## src/rtl/ripple_carry_adder.sv

```systemverilog
// ripple_carry_adder: WIDTH-bit a+b+cin, per-bit full-adder chain, 1-cycle reg.
// Optional signed overflow output ovf when RCA_OVERFLOW_EN is defined.

module rca_fa_cell (
  input  logic a,
  input  logic b,
  input  logic ci,
  output logic s,
  output logic co
);

  assign s  = a ^ b ^ ci;
  assign co = (a & b) | (a & ci) | (b & ci);

endmodule

module ripple_carry_adder #(
  parameter int WIDTH = 4
) (
  input  logic             clk,
  input  logic             rst,
  input  logic             in_valid,
  input  logic [WIDTH-1:0] a,
  input  logic [WIDTH-1:0] b,
  input  logic             cin,
  output logic [WIDTH-1:0] sum,
  output logic             cout,
`ifdef RCA_OVERFLOW_EN
  output logic             ovf,
`endif
  output logic             out_valid
);

  logic [WIDTH:0]   c;
  logic [WIDTH-1:0] s;

  assign c[0] = cin;

  for (genvar i = 0; i < WIDTH; i++) begin : g_bit
    rca_fa_cell u_fa (
      .a  (a[i]),
      .b  (b[i]),
      .ci (c[i]),
      .s  (s[i]),
      .co (c[i+1])
    );
  end

  // Capture the chain result on accepted operands; hold otherwise.
  always_ff @(posedge clk) begin
    if (rst) begin
      sum       <= '0;
      cout      <= 1'b0;
      out_valid <= 1'b0;
    end else begin
      out_valid <= in_valid;
      if (in_valid) begin
        sum  <= s;
        cout <= c[WIDTH];
      end
    end
  end

`ifdef RCA_OVERFLOW_EN
  // Signed overflow: carry into MSB differs from carry out.
  always_ff @(posedge clk) begin
    if (rst) begin
      ovf <= 1'b0;
    end else if (in_valid) begin
      ovf <= c[WIDTH-1] ^ c[WIDTH];
    end
  end
`endif

endmodule

```

## config.mk

```make
export PLATFORM = sky130hd
export DESIGN_NAME = ripple_carry_adder
export DESIGN_NICKNAME = d
export VERILOG_FILES = /design/src/rtl/ripple_carry_adder.sv
export SDC_FILE = /design/constraint.sdc
export NUM_CORES = 1
export LEC_CHECK = 0
export BUFFER_PORTS_ARGS = -buffer_cell sky130_fd_sc_hd__buf_4
export CAP_MARGIN = 10
export CORE_AREA = 4 4 41 43
export DETAILED_ROUTE_END_ITERATION = 8
export DIE_AREA = 0 0 45 47
export PLACE_DENSITY = 0.55
export SYNTH_ARGS = -nofsm -noshare
export SYNTH_HDL_FRONTEND = slang
export SYNTH_HIERARCHICAL = 1
export SYNTH_SLANG_ARGS = --single-unit
export TNS_END_PERCENT = 10
```

## constraint.sdc

```tcl
create_clock -name clk -period 2.95 [get_ports clk]
set_input_delay 0.295 -clock clk [delete_from_list [all_inputs] [get_ports clk]]
set_output_delay 0.295 -clock clk [all_outputs]
set_load 0.02 [all_outputs]
```

==> results.toml <==
[final_layout]
final_common_cell = "buf_4"
finish.net_count = 59
final_cell_mix = "buf_4, dfxtp_1, mux2i_1, nor2_1, fa_1"
antennaDiodeCount = 0
syn_to_final_growth_pct = 55.0
layout-drive-gt1-share_pct = 48.8

[floorplan]
fp.dieW_um = 45
dieArea_um2 = 2120
die_h_um = 47
initial_utilization_pct = 22.0
io_pins = 18
coreArea_um2 = 1300
rows = 13

[placed_design]
io_buffers = 17
dp_slack_ps = 562
finalWeightedCongestion = 0.591

[timing]
min_period_ps = 2110
skew_ps = 0
rsz0062_at_grt = "no"
slew_headroom_pct = 90.8
drv_slew = 0
tns_ps = 0
fmax_ghz = 0.474
hold_viol_final = 0
setup_viol_count_final = 0
fin_hold_ws_ps = 259
worst_slack_ps = 841
tightest_slew_ps = 134
min_period_over_period_pct = 71.5

[cts]
root_buffer = "clkbuf_4"
cts_setup_buffers = 0
tritoncts = "built"
cts_sinks = 6
cts.path.max_buffers = 2
numCtsBuffers = 3
holdBufCountCts = 0
worstSkewPairLatency_ps = 240
htree_levels = 1
cts.clk_slew.worst_paths_ps = 50
post_cts_resize_count = 0

[global_routing]
grtUsageTotal_pct = 7.14
antenna_found_initial = 0
grt_pass1_wl_um = 1040
grt_overflow_total = 0
grt_max_degree = 7
grt_pass1_vias = 250

[power]
power_switching_uw = 58.7
p_sw_share_pct = 26.2
total_power_uw = 224
power_frac_seq_pct = 41.2
irDropWorstVdd_mv = 0.317
p_leak_nw = 0.218
powerDensity_nw_per_um2 = 504
p_int_uw = 165
clockPowerShare_pct = 33.1
p_comb_share_pct = 25.6

[logic_synthesis]
synthCells = 22
netlist_area_um2 = 287
synthesis.area_per_instance_um2 = 13.0
yosysSeqAreaShare_pct = 41.9
synth_warnings = 6
synth_cell_types = 6
syn_nets = 38
ys_seq_elements = 6

[detailed_routing]
drc = 0
vias_per_cell = 4.00
ant_nets = 0
wire_per_inst_um = 10.5
drt_iter0_drc = 0
drtPass1Iterations = 1
routed_wl_um = 586
vias = 224

[critical_path]
crit_top_cell = "fa_1"
cp-start-kind = "primary input"
required_ps = 3090
crit_path_max_fanout = 1
crit_arrival_ps = 2240
crit_path_end_kind = "flop"
crit_chain = "buf_4 -> fa_1 -> fa_1 -> fa_1 -> fa_1 -> mux2i_1 -> nor2_1"
crit_type = "primary input to flop"
slowest_stage = "fa_1"
cpPeakStageDelay_ps = 440

[job]
maxCapViolations = 0

[status]
status = "finished, final reports clean"

[min_path]
worstHoldPathType = "primary input to flop"
-- kinds of logic after synthesis --
kind of cell               after synthesis  synth area share [%]
muxes                                    5                  17.5
buffers and inverters                    1                  3.93
DFF                                      6                  41.9
adders and majority gates                4                  27.9
and+or+nand+nor                          6                  8.74
-- sequential cells by signal, indices dropped and copies added (netlist names) --
| name | flops |
|---|---|
| out_valid | 1 |
| sum | 4 |
| cout | 1 |
-- power groups by stage --
stage / sequential (mW) / clock [mW] / combinational (mW)
5_1_grt: 0.0933 / 0.0836 / 0.0645
3_5_place_dp: 0.0936 / 0 / 0.0588
3_3_place_gp: 0.0938 / 0 / 0.0580
2_1_floorplan: 0.103 / 0 / 0.0200
6_report: 0.0922 / 0.0741 / 0.0573
4_1_cts: 0.0923 / 0.0784 / 0.0588
-- critical path: cells and delay by family --
kind | cells | cell delay (ps)
simple gates | 1 | 50
buf+inv | 1 | 110
fa+ha+maj | 4 | 1670
mux | 1 | 140
-- through the flow --
stage | util (%) | area [um^2] | cells
detailed placement | 32.4 | 422 | 53
CTS | 34.1 | 444 | 56
finish | 34.1 | 444 | 56
global placement | 32.4 | 422 | 53
global route | 34.1 | 444 | 56
floorplan | - | 287 | 22
-- synthesized netlist by cell type (all sizes together) --
| cell | number | share of area, % |
|---|---|---|
| buf | 1 | 3.9 |
| mux2i | 5 | 17 |
| fa | 4 | 28 |
| dfxtp | 6 | 42 |
| nor2 | 5 | 6.6 |
| nor2b | 1 | 2.2 |
-- per-layer routing --
layer	track usage [%]	share of wire [%]
met1	7.83	40
met2	9.89	35
met3	8.05	24
met4	0	0
met5	0	0
-- path summary, 6_finish.rpt --
check                                    startpoint  depth (start not counted)  slack (ps)             endpoint
worst max-delay path                           a[0]                          7         840  sum[3]$_SDFFE_PP0P_
worst min-delay path                            rst                          2         260  sum[3]$_SDFFE_PP0P_
worst max register to register  sum[0]$_SDFFE_PP0P_                          2        2360  sum[0]$_SDFFE_PP0P_
worst min register to register  sum[1]$_SDFFE_PP0P_                          2         490  sum[1]$_SDFFE_PP0P_
-- area by class of cell --
class | count | area, um^2
multi-input cells | 15 | 155
flip-flops and latches | 6 | 120
repair buffers | 17 | 128
well taps | 15 | 18.8
clock buffers | 3 | 22.5
fillers | 140 | 857
Power figures use the tool's default switching activity.
